[src/rtl/umac_bi_scaled_ctrl.sv]
// rtl/umac_bi_scaled_ctrl.sv - sequencer for the 16-lane bipolar scaled unary MAC datapath
module umac_bi_scaled_ctrl #(
    parameter int WIDTH       = 8,
    parameter int LANES       = 16,
    parameter int MAX_LOG_LEN = 10,
    parameter int PIPE        = 2
) (
    input  logic                     clk,
    input  logic                     rst,
    input  logic                     w_valid,
    output logic                     w_ready,
    input  logic [3:0]               w_idx,
    input  logic [WIDTH-1:0]         w_data,
    input  logic                     start_valid,
    output logic                     start_ready,
    input  logic [3:0]               start_log_len,
    output logic [LANES*WIDTH-1:0]   oB,
    output logic                     loadB,
    output logic                     src_clr,
    output logic                     src_en,
    input  logic                     mac_out,
    output logic                     res_valid,
    input  logic                     res_ready,
    output logic [MAX_LOG_LEN:0]     res_ones,
    output logic [MAX_LOG_LEN+1:0]   res_data,
    output logic                     busy
);
    localparam int CW = MAX_LOG_LEN + 1;
    localparam logic [3:0]    MAX_LL     = 4'(MAX_LOG_LEN);
    localparam logic [CW-1:0] DRAIN_LAST = CW'(PIPE - 1);

    typedef enum logic [2:0] {S_IDLE, S_LOAD, S_RUN, S_DRAIN, S_DONE} state_t;

    state_t                 state, state_nx;
    logic [LANES*WIDTH-1:0] bank;
    logic [CW-1:0]          len;
    logic [CW-1:0]          cnt;
    logic [CW-1:0]          ones;
    logic [PIPE-1:0]        en_pipe;
    logic [3:0]             log_eff;
    logic                   w_fire, start_fire, last_run, last_drain, cnt_en;

    assign log_eff    = (start_log_len > MAX_LL) ? MAX_LL : start_log_len;
    assign w_fire     = w_valid && w_ready;
    assign start_fire = start_valid && start_ready;
    assign last_run   = (cnt == len - CW'(1));
    assign last_drain = (cnt == DRAIN_LAST);
    // Counting lags src_en by the datapath latency so the window lines up with oC.
    assign cnt_en     = en_pipe[PIPE-1];

    always_comb begin
        state_nx    = state;
        w_ready     = 1'b0;
        start_ready = 1'b0;
        loadB       = 1'b0;
        src_clr     = 1'b0;
        src_en      = 1'b0;
        res_valid   = 1'b0;
        case (state)
            S_IDLE: begin
                w_ready     = 1'b1;
                start_ready = 1'b1;
                if (start_valid) state_nx = S_LOAD;
            end
            S_LOAD: begin
                loadB    = 1'b1;
                src_clr  = 1'b1;
                state_nx = S_RUN;
            end
            S_RUN: begin
                src_en = 1'b1;
                if (last_run) state_nx = S_DRAIN;
            end
            S_DRAIN: begin
                if (last_drain) state_nx = S_DONE;
            end
            S_DONE: begin
                res_valid = 1'b1;
                if (res_ready) state_nx = S_IDLE;
            end
            default: state_nx = S_IDLE;
        endcase
    end

    always_ff @(posedge clk) begin
        if (rst) begin
            state   <= S_IDLE;
            bank    <= '0;
            len     <= '0;
            cnt     <= '0;
            ones    <= '0;
            en_pipe <= '0;
        end else begin
            state <= state_nx;
            for (int i = 0; i < LANES; i++) begin
                if (w_fire && (w_idx == 4'(i))) bank[i*WIDTH +: WIDTH] <= w_data;
            end
            en_pipe[0] <= src_en;
            for (int i = 1; i < PIPE; i++) en_pipe[i] <= en_pipe[i-1];
            case (state)
                S_LOAD:  cnt <= '0;
                S_RUN:   cnt <= last_run ? '0 : cnt + CW'(1);
                S_DRAIN: cnt <= cnt + CW'(1);
                default: cnt <= cnt;
            endcase
            if (cnt_en && mac_out) ones <= ones + CW'(1);
            if (start_fire) begin
                len  <= CW'(1) << log_eff;
                ones <= '0;
            end
        end
    end

    assign oB       = bank;
    assign res_ones = ones;
    assign res_data = {ones, 1'b0} - {1'b0, len};
    assign busy     = (state != S_IDLE);
endmodule

[config.mk]
export PLATFORM = sky130hd
export DESIGN_NAME = umac_bi_scaled_ctrl
export DESIGN_NICKNAME = d
export VERILOG_FILES = /design/src/rtl/umac_bi_scaled_ctrl.sv
export SDC_FILE = /design/constraint.sdc
export NUM_CORES = 1
export LEC_CHECK = 0
export BUFFER_PORTS_ARGS = -buffer_cell sky130_fd_sc_hd__buf_2
export CAP_MARGIN = 20
export CORE_UTILIZATION = 45
export DETAILED_ROUTE_END_ITERATION = 6
export GPL_ROUTABILITY_DRIVEN = 0
export GPL_TIMING_DRIVEN = 0
export PLACE_DENSITY_LB_ADDON = 0.05
export SLEW_MARGIN = 15
export SYNTH_ARGS = -nofsm -noshare
export SYNTH_HDL_FRONTEND = slang
export SYNTH_SLANG_ARGS = --single-unit
[constraint.sdc]
create_clock -name clk -period 6.3 [get_ports clk]
set_input_delay 0.315 -clock clk [delete_from_list [all_inputs] [get_ports clk]]
set_output_delay 0.315 -clock clk [all_outputs]
set_load 0.02 [all_outputs]
==> impl_metrics.yaml, run 1 <==
grt:
  grt_max_degree: 17
  overflow: 0
  grt_pass1_wl_microns: 30300
  grt_use_met3_pct: 8.64
  antenna_found_initial: 3
  grt_usage_pct: 24.1
  grt_pass1_vias: 5750
  grt.busiest_layer: "met2"
  met1_usage_pct: 29.7
  grt_use_met2_pct: 39.4
setup_path:
  worst_path_most_repeated_cell: "o41a_1"
  max_stage_delay_ps: 470
  r2r.worst_path.cells: 9
  worst-r2r-setup-slack_ps: 3840
  reg2reg_to: "cnt[1]$_SDFFE_PP0P_"
  crit_start: "len[1]$_SDFFE_PP0P_"
  cp-end-kind: "primary output"
  cp_slowest_cell: "dfxtp_1"
  start_kind: "flip-flop"
  r2r-start: "len[0]$_SDFFE_PP0P_"
  path_cells: "inv_1, ha_1, nor2b_1, o21ai_1, a21boi_1, o41a_1, a31o_2, o41a_1, xnor2_1, buf_2"
  critPathMaxFanout: 6
  cp_data_arrival_time_ps: 2920
  cp.required_ps: 5980
  path_class: "reg -> out"
routing:
  drtPass1Iterations: 5
  ant_nets: 0
  drtIter0Drc: 342
  via_per_inst: 4.99
  vias: 6074
  postRouteWirelength_microns: 19300
  drcViolationCount: 0
  wl_per_cell_microns: 15.9
timing:
  slew_violations: 0
  timing.slew.headroom_pct: 50.3
  worst_slew_pin_slew_ps: 746
  timing.fmax_mhz: 309
  finalCritPeriodShare_pct: 51.4
  fin_crit_ps: 3240
  rsz0062_at_grt: "false"
  whs_ps: 194
  clock-skew-final_ps: 5.03
  hold_viol_final: 0
  finalSetupTns_ps: 0
  finalSetupViolations: 0
power:
  switchingPower_mw: 0.594
  cell_internal_pwr_mw: 1.70
  p_leak_nw: 4.17
  sw_frac_of_total_pct: 25.9
  max-vdd-ir-drop_mv: 0.190
  pwr-share-comb_pct: 9.1
  p_per_area_nw_per_um2: 257
  p_clk_share_pct: 44.1
  seq_power_share_pct: 46.9
logic_synthesis:
  synth_edf_count: 0
  ys_dominant_reg_cell: "dfxtp_1"
  async_reset_ff_share_pct: 0
  yosysWarnings: 0
  syn_area_sq_um: 7180
  synth.most_common_cell: "dfxtp_1"
  yosys_register_bits: 166
  synthTopCellsByCount: "166 x dfxtp_1, 156 x nor2_1, 104 x mux2i_1"
  avgSynthCellArea_sq_um: 8.99
  ys_types: 52
  syn_inst: 798
  ys_top_cells_by_area: "dfxtp_1 46%, mux2i_1 15%, nor2_1 8.2%"
  synth_top_area_share_pct: 46.3
  synth_largest_area_cell: "dfxtp_1"
  ys_seq_area_share_pct: 46.3
  syn_nets: 835
cts:
  cts.clk_slew.worst_paths_ps: 60
  cts.hold.buffers_added: 0
  cts_resized: 0
  clock-sinks: 166
  htreeDepth: 4
  cts_setup_buffers: 0
  cts_tree: "done"
  numCtsBuffers: 17
  clock_path_buffers: 2
  clk-insertion-delay-late_ps: 420
  root_buffer: "clkbuf_16"
hold_path:
  hp-start: "start_log_len[2]"
  whs_path_depth: 3
  holdPathEnd: "len[5]$_SDFFE_PP0P_"
  hp-class: "in -> reg"
floorplanning:
  die_h_microns: 128
  die_area_sq_um: 16500
  num_rows: 45
  coreArea_sq_um: 15400
  die_w_microns: 128
  start_util_pct: 46.7
  pin_count: 180
placed_design:
  post_dp_cell_area_sq_um: 8320
  place.port_buffers: 176
  dp_hpwl_microns: 14100
final_layout:
  drive_above_1_share_pct: 22.8
  finish.utilization_pct: 57.9
  fin_nets: 1030
  design_area_sq_um: 8900
  syn2layout_area_growth_pct: 24.0
status:
  outcome: "finished, final reports clean"
run:
  cap_violations: 0
-- metrics by stage --
stage | std cells | setup WS [ps] | total power [mW]
after floorplan | 798 | 3600 | 1.23
final | 1217 | 3060 | 2.29
after detailed placement | 1185 | 3480 | 1.31
after global placement | 1185 | 3490 | 1.31
after CTS | 1216 | 3020 | 2.32
after global routing | 1216 | 2930 | 2.38
-- worst max-delay path by stage --
stage | slack [ps] | cells after the start | to
finish | 3060 | 10 | res_data[11]
global route | 2930 | 10 | res_data[11]
CTS | 3020 | 10 | res_data[11]
detailed placement | 3480 | 10 | res_data[11]
global placement | 3490 | 10 | res_data[11]
floorplan | 3600 | 8 | res_data[11]
-- metal layers --
metal | wire (microns) | up-vias
met2 | 9100 | 174
met1 | 8240 | 2769
met4 | 310 | 4
met5 | 20 | -
met3 | 1650 | 29
li1 | - | 3098
-- cells by family after synthesis --
family / Yosys count / share of synthesized area, %
xor gates and xnor gates: 38 / 4.64
buffers and inverters: 69 / 3.96
muxes: 104 / 14.5
adders and majority gates: 15 / 2.72
DFF: 166 / 46.3
and+or+nand+nor: 326 / 21.1
AOI/OAI and AO/OA: 80 / 6.76
-- sequential cells by signal, indices dropped and copies added, names as in the netlist --
| name | count |
|---|---|
| len | 11 |
| state | 3 |
| oB | 128 |
| res_ones | 11 |
| en_pipe | 2 |
| cnt | 11 |
-- cells in the final DEF, fill, tap and decap left out, types with 5 or more instances in the layout --
cell and n:
xor2_1 18, buf_2 181, mux2i_1 104, buf_4 5
o21ai_0 14, ha_1 14, inv_6 5, nor2_1 156
and3_1 7, a21oi_1 37, dfxtp_1 166, clkbuf_16 17
nor2b_1 9, nand2b_1 7, nand3_1 38, nand2_1 58
xnor2_1 20, nor3_1 14, clkbuf_1 39, inv_1 20
-- power groups by stage --
stage	logic (mW)	clock network, mW	registers, mW
3_3_place_gp	0.208	0	1.10
4_1_cts	0.209	1.04	1.07
2_1_floorplan	0.127	0	1.11
5_1_grt	0.227	1.08	1.08
3_5_place_dp	0.208	0	1.10
6_report	0.207	1.01	1.07
-- final cells by class --
cell class	count	area (sq um)
antenna	1	2.50
buffer	49	209
clock buffer	18	439
clock inverter	13	138
fill	1479	6470
inverter	20	75.1
multi-input combinational	563	3570
sequential	166	3320
tap	211	264
timing repair buffer	176	881
-- critical path, delay by kind of cell (launching register included) --
family	cells	cell delay, ps
xor gates and xnor gates	1	120
buffers and inverters	2	300
and+or+nand+nor	1	120
AOI/OAI and AO/OA	5	1200
adders and majority gates	1	270
DFF	1	470
(Power assumes the default switching activity.)
==> run 2: changes to the inputs <==
Clock period 6.3 ns to 3.1 ns, I/O delays scaled along.
==> run 2 against run 1 <==
Net effect:
- clock skew unchanged
- via count unchanged
- die area unchanged
- design area about the same
- register-to-register slack got worse by 3200 ps
- utilization about the same
- count of clock-buffer cells in the layout unchanged
- worst hold slack got worse by 160 ps
- total power increased by 100%
- critical endpoint unchanged
==> impl_metrics.yaml, run 2 (synthesis gave the netlist of run 1 again) <==
placed_design:
  place.port_buffers: 176
  dp_hpwl_microns: 14100
  pre_cts_ws_ps: 439
  dp.cells: 1185
power:
  p_leak_nw: 4.17
  max-vdd-ir-drop_mv: 0.387
  p_per_area_nw_per_um2: 523
timing:
  worst_slew_pin_slew_ps: 746
  hold_viol_final: 0
  fin_ws_ps: 130
  slew_violations: 0
  finalCritPeriodShare_pct: 95.8
  finalSetupViolations: 0
  timing.fmax_mhz: 337
  timing.slew.headroom_pct: 50.3
  fin_crit_ps: 2970
  finalSetupTns_ps: 0
  rsz0062_at_grt: "false"
  clock-skew-final_ps: 5.03
status:
  outcome: "finished, final reports clean"
final_layout:
  syn2layout_area_growth_pct: 24.1
  final_cell_mix: "181 x buf_2, 164 x dfxtp_1, 156 x nor2_1"
  drive_above_1_share_pct: 23.0
  layout_commonest_cell: "buf_2"
  finish.utilization_pct: 57.9
  largest_register_ffs: 128
  multiInputGateArea_sq_um: 3570
  nFillCells: 1480
  seqCellArea_sq_um: 3330
  finalNonFillerCells: 1217
  fin_nets: 1030
cts:
  htreeDepth: 4
  clk-insertion-delay-late_ps: 420
  cts_tree: "done"
  numCtsBuffers: 17
  cts.hold.buffers_added: 0
  clock-sinks: 166
  root_buffer: "clkbuf_16"
  clock_path_buffers: 2
  cts.clk_slew.worst_paths_ps: 60
floorplanning:
  die_h_microns: 128
  die_area_sq_um: 16500
  pin_count: 180
  die_w_microns: 128
  coreArea_sq_um: 15400
  num_rows: 45
  start_util_pct: 46.7
setup_path:
  path_class: "reg -> out"
  critPathMaxFanout: 6
  cp_data_arrival_time_ps: 2810
  start_kind: "flip-flop"
  cp-end-kind: "primary output"
  cp.required_ps: 2940
routing:
  via_per_inst: 4.99
  drtPass1Iterations: 5
  drtIter0Drc: 342
  postRouteWirelength_microns: 19300
  drcViolationCount: 0
  vias: 6074
  wl_per_cell_microns: 15.9
  ant_nets: 0
grt:
  grt_usage_pct: 24.1
  grt_pass1_vias: 5750
  grt_pass1_wl_microns: 30300
  overflow: 0
  antenna_found_initial: 3
  grt_max_degree: 17
run:
  cap_violations: 0
hold_path:
  hp-class: "in -> reg"
[run 2: power by group]
part	switching, mW	internal (mW)
Clock	0.903	1.15
Combinational	0.282	0.140
Sequential	0.0228	2.16
[run 2: critical path, cell delays in order, from the launching register on]
cell,delay (ps)
dfxtp_2,400
inv_1,100
ha_1,260
nor2b_1,120
o21ai_1,170
a21boi_1,120
o41a_1,340
a31o_2,250
o41a_1,320
xnor2_1,120
buf_2,170
[run 2: cell type report]
class                      count  area share, %
tap                          211           2.97
multi-input combinational    563           40.1
buffer                        49           2.35
antenna                        1         0.0281
clock inverter                13           1.55
clock buffer                  18           4.93
timing repair buffer         176           9.89
sequential                   166           37.4
inverter                      20          0.843
[run 2: stage by stage]
| stage | hold slack (ps) | total power [mW] | instance area (sq um) |
|---|---|---|---|
| after floorplan | 285 | 2.51 | 7180 |
| after global placement | 442 | 2.65 | 8320 |
| after detailed placement | 444 | 2.66 | 8320 |
| after CTS | 13.0 | 4.71 | 8900 |
| after global routing | 20.2 | 4.84 | 8900 |
| final | 33.8 | 4.66 | 8900 |
[run 2: what timing repair did]
action,in CTS,in global routing
pin swaps,0,0
endpoints found under the setup margin,1,2
cloned,0,0
gates resized for setup,1,1
setup buffers,0,0
[run 2: metal layers]
layer	vias to the layer above	GRT usage [%]	wire, microns
li1	3098	-	-
met1	2769	29.7	8240
met2	174	39.4	9100
met3	29	8.64	1650
met4	4	7.27	310
met5	-	0	20
[run 2: final timing paths]
path	cells past startpoint	slack, ps	from	to
setup / recovery	10	130	len[1]$_SDFFE_PP0P_	res_data[11]
hold / removal	3	30	start_log_len[2]	len[5]$_SDFFE_PP0P_
setup reg to reg	9	640	len[0]$_SDFFE_PP0P_	cnt[1]$_SDFFE_PP0P_
hold reg to reg	2	450	oB[77]$_SDFFE_PP0P_	oB[77]$_SDFFE_PP0P_
